**src/rtl/vend_pkg.sv**
```systemverilog
// Shared vending definitions: coin encodings and values, stock bit indices,
// payout FSM states and a coin-value helper.
package vend_pkg;

  typedef enum logic [1:0] {
    COIN_NONE = 2'b00,
    COIN_1    = 2'b01,
    COIN_2    = 2'b10,
    COIN_5    = 2'b11
  } coin_sel_e;

  localparam int unsigned COIN_VAL_1 = 1;
  localparam int unsigned COIN_VAL_2 = 2;
  localparam int unsigned COIN_VAL_5 = 5;

  localparam int unsigned STOCK_IDX_1 = 0;
  localparam int unsigned STOCK_IDX_2 = 1;
  localparam int unsigned STOCK_IDX_5 = 2;

  typedef enum logic [2:0] {
    ST_IDLE,
    ST_SELECT,
    ST_REQ,
    ST_GAP,
    ST_DONE,
    ST_ERROR
  } payout_state_e;

  function automatic int unsigned coin_value(logic [1:0] sel);
    case (sel)
      COIN_1:  coin_value = COIN_VAL_1;
      COIN_2:  coin_value = COIN_VAL_2;
      COIN_5:  coin_value = COIN_VAL_5;
      default: coin_value = 0;
    endcase
  endfunction

endpackage

```
**src/rtl/payout_coin_pick.sv**
```systemverilog
// Greedy coin choice: largest stocked denomination not exceeding the amount
// still owed, or COIN_NONE when nothing qualifies.
module payout_coin_pick
  import vend_pkg::*;
#(
  parameter int unsigned AMT_W = 8
) (
  input  logic [AMT_W-1:0] remaining,
  input  logic [2:0]       stock_empty,
  output logic [1:0]       coin_sel_c
);

  always_comb begin
    coin_sel_c = COIN_NONE;
    if (remaining >= AMT_W'(COIN_VAL_5) && !stock_empty[STOCK_IDX_5]) begin
      coin_sel_c = COIN_5;
    end else if (remaining >= AMT_W'(COIN_VAL_2) && !stock_empty[STOCK_IDX_2]) begin
      coin_sel_c = COIN_2;
    end else if (remaining >= AMT_W'(COIN_VAL_1) && !stock_empty[STOCK_IDX_1]) begin
      coin_sel_c = COIN_1;
    end
  end

endmodule

```
**src/rtl/change_payout_ctrl.sv**
```systemverilog
// Change payout sequencer: pays an amount one coin at a time over a hopper
// req/ack handshake. Optional hopper ack timeout under `PAYOUT_TIMEOUT_EN.
module change_payout_ctrl
  import vend_pkg::*;
#(
  parameter int unsigned AMT_W          = 8,
  parameter int unsigned HOPPER_TIMEOUT = 1000
) (
  input  logic             clk,
  input  logic             reset,
  input  logic             start,
  input  logic [AMT_W-1:0] amount,
  input  logic [2:0]       stock_empty,
  output logic             coin_req,
  output logic [1:0]       coin_sel,
  input  logic             coin_ack,
  output logic             busy,
  output logic             done,
  output logic             error,
  output logic [AMT_W-1:0] paid,
  output logic [AMT_W-1:0] remaining
);

  payout_state_e    state_q, state_d;
  logic [AMT_W-1:0] remaining_q, remaining_d;
  logic [AMT_W-1:0] paid_q, paid_d;
  logic [1:0]       coin_sel_q, coin_sel_d;
  logic             coin_req_q, coin_req_d;
  logic             busy_q, busy_d;
  logic             done_q, done_d;
  logic             error_q, error_d;
  logic [1:0]       pick_sel;
  logic [AMT_W-1:0] coin_val;

`ifdef PAYOUT_TIMEOUT_EN
  localparam int unsigned CNT_W = (HOPPER_TIMEOUT > 1) ? $clog2(HOPPER_TIMEOUT) : 1;
  logic [CNT_W-1:0] cnt_q, cnt_d;
`else
  logic unused_timeout_cfg;
  assign unused_timeout_cfg = (HOPPER_TIMEOUT == 32'd0);
`endif

  payout_coin_pick #(.AMT_W(AMT_W)) u_pick (
    .remaining  (remaining_q),
    .stock_empty(stock_empty),
    .coin_sel_c (pick_sel)
  );

  assign coin_val = AMT_W'(coin_value(coin_sel_q));

  always_comb begin
    state_d     = state_q;
    remaining_d = remaining_q;
    paid_d      = paid_q;
    coin_sel_d  = coin_sel_q;
    coin_req_d  = coin_req_q;
    busy_d      = busy_q;
    done_d      = 1'b0;
    error_d     = error_q;
`ifdef PAYOUT_TIMEOUT_EN
    cnt_d       = cnt_q;
`endif
    case (state_q)
      ST_IDLE, ST_ERROR: begin
        if (start) begin
          remaining_d = amount;
          paid_d      = '0;
          error_d     = 1'b0;
          busy_d      = 1'b1;
          state_d     = ST_SELECT;
        end
      end
      ST_SELECT: begin
        if (remaining_q == '0) begin
          done_d  = 1'b1;
          busy_d  = 1'b0;
          state_d = ST_DONE;
        end else if (pick_sel == COIN_NONE) begin
          error_d = 1'b1;
          busy_d  = 1'b0;
          state_d = ST_ERROR;
        end else begin
          coin_sel_d = pick_sel;
          coin_req_d = 1'b1;
          state_d    = ST_REQ;
`ifdef PAYOUT_TIMEOUT_EN
          cnt_d      = '0;
`endif
        end
      end
      ST_REQ: begin
        if (coin_ack) begin
          remaining_d = remaining_q - coin_val;
          paid_d      = paid_q + coin_val;
          coin_req_d  = 1'b0;
          coin_sel_d  = COIN_NONE;
          state_d     = ST_GAP;
        end
`ifdef PAYOUT_TIMEOUT_EN
        // Last allowed request cycle without ack: give up on this coin.
        else if (cnt_q == CNT_W'(HOPPER_TIMEOUT - 1)) begin
          coin_req_d = 1'b0;
          coin_sel_d = COIN_NONE;
          error_d    = 1'b1;
          busy_d     = 1'b0;
          state_d    = ST_ERROR;
        end else begin
          cnt_d = cnt_q + CNT_W'(1);
        end
`endif
      end
      ST_GAP:  state_d = ST_SELECT;
      ST_DONE: state_d = ST_IDLE;
      default: begin
        coin_req_d = 1'b0;
        coin_sel_d = COIN_NONE;
        busy_d     = 1'b0;
        state_d    = ST_IDLE;
      end
    endcase
  end

  always_ff @(posedge clk or posedge reset) begin
    if (reset) begin
      state_q     <= ST_IDLE;
      remaining_q <= '0;
      paid_q      <= '0;
      coin_sel_q  <= COIN_NONE;
      coin_req_q  <= 1'b0;
      busy_q      <= 1'b0;
      done_q      <= 1'b0;
      error_q     <= 1'b0;
`ifdef PAYOUT_TIMEOUT_EN
      cnt_q       <= '0;
`endif
    end else begin
      state_q     <= state_d;
      remaining_q <= remaining_d;
      paid_q      <= paid_d;
      coin_sel_q  <= coin_sel_d;
      coin_req_q  <= coin_req_d;
      busy_q      <= busy_d;
      done_q      <= done_d;
      error_q     <= error_d;
`ifdef PAYOUT_TIMEOUT_EN
      cnt_q       <= cnt_d;
`endif
    end
  end

  assign coin_req  = coin_req_q;
  assign coin_sel  = coin_sel_q;
  assign busy      = busy_q;
  assign done      = done_q;
  assign error     = error_q;
  assign paid      = paid_q;
  assign remaining = remaining_q;

endmodule

```
**config.mk**
```make
export PLATFORM = sky130hd
export DESIGN_NAME = change_payout_ctrl
export DESIGN_NICKNAME = d
export VERILOG_FILES = /design/src/rtl/vend_pkg.sv /design/src/rtl/payout_coin_pick.sv /design/src/rtl/change_payout_ctrl.sv
export SDC_FILE = /design/constraint.sdc
export NUM_CORES = 1
export LEC_CHECK = 0
export BUFFER_PORTS_ARGS = -buffer_cell sky130_fd_sc_hd__buf_2
export CAP_MARGIN = 20
export CORE_ASPECT_RATIO = 1.5
export CORE_UTILIZATION = 45
export CTS_BUF_LIST = sky130_fd_sc_hd__clkbuf_8 sky130_fd_sc_hd__clkbuf_16
export DETAILED_ROUTE_END_ITERATION = 10
export GPL_ROUTABILITY_DRIVEN = 0
export MAX_ROUTING_LAYER = met4
export PLACE_DENSITY = 0.74
export REMOVE_ABC_BUFFERS = 1
export SLEW_MARGIN = 30
export SYNTH_ARGS = -nofsm -noshare
export SYNTH_HDL_FRONTEND = slang
export SYNTH_SLANG_ARGS = --single-unit
export TNS_END_PERCENT = 50
```
**constraint.sdc**
```tcl
create_clock -name clk -period 5.07 [get_ports clk]
set_input_delay 0.507 -clock clk [delete_from_list [all_inputs] [get_ports clk]]
set_output_delay 0.507 -clock clk [all_outputs]
set_load 0.05 [all_outputs]
```
==> results.yml, run 1 <==
sta:
  setup_violations: 0
  finalCritPeriodShare_pct: 45.1
  fin_crit_ns: 2.28
  slew_headroom_pct: 55.1
  fmax_ghz: 0.438
  worst_pin_slew_ns: 0.667
  finalMaxSlewViolations: 0
  finalHoldViolCount: 0
  tns_ns: 0
  rsz0062_at_grt: "false"
  whs_ns: 0.262
  fin_skew_ns: 0.00677
synth:
  syn_area_um2: 1550
  yosysTopAreaCell: "dfrtp_1"
  synth_top_area_share_pct: 40.4
  yosysUniqueCellTypes: 42
  synth-main-ff-cell: "dfrtp_1"
  yosysWarnings: 0
  async_flop_share_pct: 100
  synth_top_cells_by_area: "dfrtp_1 40%, o21ai_0 6.5%, ha_1 4.8%"
  synth-seq-area-share_pct: 40.4
  syn_inst: 172
  ys_ff_latch: 25
  synth_area_per_cell_um2: 9.01
  synth-edff-count: 0
worst_setup_path:
  crit_chain: "inv_1 > ha_1 > inv_1 > fa_1 > a211oi_1 > nor3b_1 > a21oi_1 > o21ai_0"
  timing.critical_path.mode_cell: "inv_1"
  critical_path.max_fanout: 5
  rrSetupSlack_ns: 2.79
  crit_path_end_kind: "flip-flop"
  cp.arrival_ns: 2.48
  cpPeakStageDelay_ns: 0.50
  crit_required_ns: 5.26
  path_class: "flip-flop to flip-flop"
  start_kind: "flip-flop"
  slowest_stage: "a211oi_1"
  critPathLaunch: "remaining[0]$_DFFE_PP0P_"
  reg2reg_from: "remaining[0]$_DFFE_PP0P_"
final_layout:
  syn2layout_area_growth_pct: 17.0
  layout-drive-gt1-share_pct: 24.3
  final_nets: 230
  diodes: 0
global_routing:
  grtUsageTotal_pct: 22.2
  grt_util_met3_pct: 2.28
  grt_overflow: 0
  first_global_vias: 1430
  grt_max_degree: 26
  grt_antenna_before_repair: 0
  grt.busiest_layer: "met2"
  grt_pass1_wl_um: 6160
  grtUsageMet2_pct: 39.3
  grt.met1_usage_pct: 25.6
status:
  status: "complete, no violations"
die:
  core_um2: 3220
  dieHeight_um: 73.9
  rows: 25
  die-area_um2: 3690
  initial_utilization_pct: 48.1
  io_pins: 37
  die_w_um: 49.9
clock_network:
  clockBufferDepth: 2
  clock_sinks: 25
  postCtsSetupBuffers: 0
  cts_root_buffer: "clkbuf_8"
  post_cts_resized: 0
  cts_made_buffers: 3
  insertion_delay_ns: 0.27
  clkTransAtPathRegs_ns: 0.10
  ctsHoldBuffers: 0
  cts_tree: "done"
  h-tree-depth: 1
drt:
  drt-total-wl_um: 3570
  drcViolationCount: 0
  vias_per_cell: 5.86
  drtPass1Iterations: 4
  vias: 1441
  ant_nets: 0
  drt-initial-drc-count: 46
  wl_per_cell_um: 14.5
job:
  cap_violations: 0
power:
  cellLeakagePower_uw: 0.000850
  powerDensity_nw_per_um2: 668
  ir_drop_mv: 0.347
placed_design:
  place_hpwl_um: 2640
  numPortBuffers: 36
min_path:
  hp-class: "input pin to async pin"
[Yosys cell counts (2+ instances only)]
library cell	number
dfrtp_1	25
o21ai_0	20
nor2_1	16
nand2_1	13
a21oi_1	12
nand3_1	8
clkbuf_1	7
inv_1	7
ha_1	6
a21o_1	4
nand2b_1	4
nor2b_1	4
o22a_1	4
a211oi_1	3
a32o_1	3
o31ai_1	3
a31oi_1	2
a32oi_1	2
fa_1	2
nor3b_1	2
nor4_1	2
o21bai_1	2
xnor2_1	2
[flip-flops by register name (all words and copies together), names as in the netlist]
name / cells
busy: 1
coin_req: 1
coin_sel: 2
done: 1
error: 1
paid: 8
remaining: 8
state_q: 3
[worst paths after layout]
| check | end | cells past startpoint |
|---|---|---|
| worst max-delay path | remaining[4]$_DFFE_PP0P_ | 8 |
| worst min-delay path | paid[6]$_DFFE_PP0P_ | 2 |
| worst max register to register | remaining[4]$_DFFE_PP0P_ | 8 |
| worst min register to register | paid[7]$_DFFE_PP0P_ | 1 |
| max in group asynchronous | coin_sel[0]$_DFFE_PP0P_ | 2 |
| min in group clk | paid[7]$_DFFE_PP0P_ | 1 |
[critical path: cells and delay by family, from the launching register on]
family | cells | cell delay (ns)
and+or+nand+nor | 1 | 0.27
buffers and inverters | 2 | 0.21
adders and majority gates | 2 | 0.62
AOI/OAI and AO/OA | 3 | 0.70
DFF | 1 | 0.41
[area by class of cell]
class,count,area (µm²)
Clock inverter,1,7.51
Multi-Input combinational cell,132,866
Inverter,7,26.3
Timing Repair Buffer,38,195
Sequential cell,25,626
Tap cell,40,50.0
Fill cell,310,1410
Clock buffer,3,41.3
[stage by stage]
step | power [µW] | area [µm²] | utilization, % | std cells | worst slack [ns]
2_1_floorplan | 901 | 1520 | - | 164 | 2.88
3_3_place_gp | 1060 | 1760 | 54.7 | 242 | 2.97
3_5_place_dp | 1080 | 1760 | 54.7 | 242 | 2.87
4_1_cts | 1210 | 1810 | 56.2 | 246 | 2.81
5_1_grt | 1300 | 1810 | 56.2 | 246 | 2.65
6_report | 1210 | 1810 | 56.2 | 246 | 2.79
[per-layer routing]
layer	vias up	part of all wire, %
met5	-	0
met4	0	1.3
met1	695	43
met3	6	3.5
li1	698	-
met2	42	52
[cell usage in the layout, fill, tap and decap left out, types with 2 or more instances in the layout]
| master | n |
|---|---|
| dfrtp_1 | 25 |
| nor2b_1 | 4 |
| o21ai_0 | 20 |
| buf_2 | 36 |
| nor3b_1 | 2 |
| o22a_1 | 4 |
| nor2_1 | 16 |
| xnor2_1 | 2 |
| o31ai_1 | 3 |
| nor4_1 | 2 |
| ha_1 | 6 |
| buf_4 | 2 |
| nand2b_1 | 4 |
| nand3_1 | 8 |
| clkbuf_8 | 3 |
| a32oi_1 | 2 |
| a31oi_1 | 2 |
| inv_1 | 6 |
| a32o_1 | 3 |
| a21o_1 | 4 |
| o21bai_1 | 2 |
| a21oi_1 | 12 |
| fa_1 | 2 |
| a211oi_1 | 3 |
| nand2_1 | 13 |
[cells by family (layout without fill, tap and decap cells)]
kind of cell               after synthesis  after routing  share of synthesized area [%]
adders and majority gates                8              8                           7.43
and+or+nand+nor                         56             56                           18.6
buffers and inverters                   15             49                           3.72
muxes                                    2              2                           1.37
AOI/OAI and AO/OA                       64             64                           27.4
DFF                                     25             25                           40.4
xor gates and xnor gates                 2              2                           1.13
[power by group]
group	switching [µW]	internal, µW	total (µW)	leakage, µW
clock	66.7	55.7	122	0.0000217
combinational	488	243	731	0.000514
sequential	91.2	266	357	0.000314
No activity file was read; power rests on OpenSTA's default activity.
==> inputs of run 2 (changes only) <==
Settings changed: ABC_AREA set to 1, PLACE_DENSITY 0.74 to 0.73.
Clock period 5.07 ns to 2.3 ns, I/O delays scaled along.
==> results.yml, run 2 <==
status:
  status: "complete, no violations"
global_routing:
  grtUsageTotal_pct: 21.3
  grt_pass1_wl_um: 6280
  grt_max_degree: 26
  grt_antenna_before_repair: 0
  first_global_vias: 1468
  grt_overflow: 0
clock_network:
  clockBufferDepth: 2
  cts_root_buffer: "clkbuf_8"
  cts_tree: "done"
  clkTransAtPathRegs_ns: 0.09
  insertion_delay_ns: 0.27
  cts_made_buffers: 3
  clock_sinks: 25
  h-tree-depth: 1
final_layout:
  diodes: 0
  final_common_cell: "nand2_1"
  final_cell_area_um2: 1940
  fin_util_pct: 56.2
  ff_latch_area_um2: 626
  layout-drive-gt1-share_pct: 21.9
  final_nets: 289
  final_cell_mix: "80 x nand2_1, 36 x buf_2, 25 x dfrtp_1"
  fillers: 378
  syn2layout_area_growth_pct: 17.3
  multi_input_area_um2: 898
synth:
  yosysMostFrequentCell: "nand2_1"
  synth_common_cells: "80 x nand2_1, 25 x dfrtp_1, 23 x inv_1, 20 x nand3_1, 13 x nor2_1"
  yosysTopAreaCell: "dfrtp_1"
  synth-edff-count: 0
  synth_area_per_cell_um2: 7.31
  synth-seq-area-share_pct: 37.9
  ys_ff_latch: 25
  synth-main-ff-cell: "dfrtp_1"
  syn_area_um2: 1650
  syn_inst: 226
  synth_top_cells_by_area: "dfrtp_1 38%, nand2_1 18%, nand3_1 6.1%"
  yosysUniqueCellTypes: 31
  synth_top_area_share_pct: 37.9
  async_flop_share_pct: 100
  yosysWarnings: 0
die:
  dieHeight_um: 76.2
  die-area_um2: 3920
  initial_utilization_pct: 47.9
  io_pins: 37
  core_um2: 3450
  rows: 26
  die_w_um: 51.5
sta:
  tns_ns: 0
  fin_skew_ns: 0.00732
  whs_ns: 0.204
  finalMaxSlewViolations: 0
  rsz0062_at_grt: "false"
  finalCritPeriodShare_pct: 88.9
  worst_pin_slew_ns: 0.440
  fin_crit_ns: 2.05
  setup_violations: 0
  slew_headroom_pct: 70.4
  finalHoldViolCount: 0
  fmax_ghz: 0.489
  layout_setup_ws_ns: 0.255
drt:
  drt-initial-drc-count: 27
  ant_nets: 0
  vias: 1531
  vias_per_cell: 4.99
  drtPass1Iterations: 4
  wl_per_cell_um: 11.6
  drt-total-wl_um: 3570
  drcViolationCount: 0
job:
  cap_violations: 0
worst_setup_path:
  crit_path_end_kind: "flip-flop"
  crit_required_ns: 2.45
  rr_worst_depth: 10
  rrSetupSlack_ns: 0.25
  cp.arrival_ns: 2.20
  critical_path.max_fanout: 6
  path_class: "flip-flop to flip-flop"
  start_kind: "flip-flop"
power:
  internal_power_uw: 1300
  powerDensity_nw_per_um2: 1570
  ir_drop_mv: 0.944
  clockPowerShare_pct: 8.8
  p_comb_share_pct: 65.0
  p_seq_share_pct: 26.2
  swShare_pct: 57.2
  switchingPower_uw: 1740
  cellLeakagePower_uw: 0.00107
min_path:
  hp-class: "input pin to flip-flop"
  whs_path_depth: 3
placed_design:
  place_hpwl_um: 2760
  numPortBuffers: 36
  post_dp_cell_area_um2: 1880
  dp_slack_ns: 0.275
## run 2: cell types whose count changed after synthesis, moves of 5 or more
| cell | before | now |
|---|---|---|
| clkbuf_1 | 7 | 2 |
| a21oi_1 | 12 | 4 |
| nand2_1 | 13 | 80 |
| nand3_1 | 8 | 20 |
| inv_1 | 7 | 23 |
| o21ai_0 | 20 | 11 |
## run 2: final timing paths
kind / end / from
max in group asynchronous: remaining[6]$_DFFE_PP0P_ / reset
min in group asynchronous: paid[0]$_DFFE_PP0P_ / reset
max: remaining[5]$_DFFE_PP0P_ / coin_sel[0]$_DFFE_PP0P_
min reg2reg: error$_DFFE_PP0P_ / error$_DFFE_PP0P_
min: remaining[2]$_DFFE_PP0P_ / amount[2]
max reg2reg: remaining[5]$_DFFE_PP0P_ / coin_sel[0]$_DFFE_PP0P_
## run 2: logic make-up after synthesis
logic type               after synthesis  synth area share (%)
buffers and inverters                 31                  7.80
AO/OA/AOI/OAI                         27                  9.99
XOR/XNOR                               6                  3.18
AND/OR/NAND/NOR                      129                  34.2
adder cells (fa/ha/maj)                8                  6.96
flip-flops                            25                  37.9
## run 2: layer usage
| layer | part of all wire [%] | global-route usage, % |
|---|---|---|
| met1 | 43 | 24.5 |
| met2 | 53 | 37.4 |
| met3 | 2.5 | 2.40 |
| met4 | 1.4 | 6.76 |
| met5 | 0 | - |
## run 2: repair_timing
item	4_1_cts	5_1_grt
buffers inserted	0	0
gates resized for setup	0	0
hold endpoints to repair	15	0
hold buffers	1	0
## run 2: critical path, cell delays in order (launching register included)
cell and delay, ns:
dfrtp_1 0.44, nor2_1 0.24, inv_1 0.12, ha_1 0.28, nand2_1 0.04, o21ai_0 0.37
inv_1 0.11, nand3_1 0.09, nand3_1 0.08, o211ai_1 0.08, nand2_1 0.08
## run 2: area by class of cell
type                       instances  share of cell area [%]
timing repair buffer              40                    11.0
inverter                          26                    5.16
clock buffer                       3                    2.13
clock inverter                     1                   0.387
tap                               42                    2.71
sequential                        25                    32.3
multi-input combinational        170                    46.4
## run 2: power groups by stage
stage | Clock, µW | Sequential [µW] | Combinational, µW
2_1_floorplan | 0 | 1250 | 1060
3_5_place_dp | 0 | 807 | 1980
5_1_grt | 299 | 832 | 2190
3_3_place_gp | 0 | 801 | 1960
6_report | 266 | 798 | 1980
4_1_cts | 281 | 799 | 1990
## run 2: per-stage QoR
stage	instances	total power, µW
2_1_floorplan	221	2310
3_3_place_gp	302	2760
3_5_place_dp	302	2790
4_1_cts	307	3070
5_1_grt	307	3320
6_report	307	3040
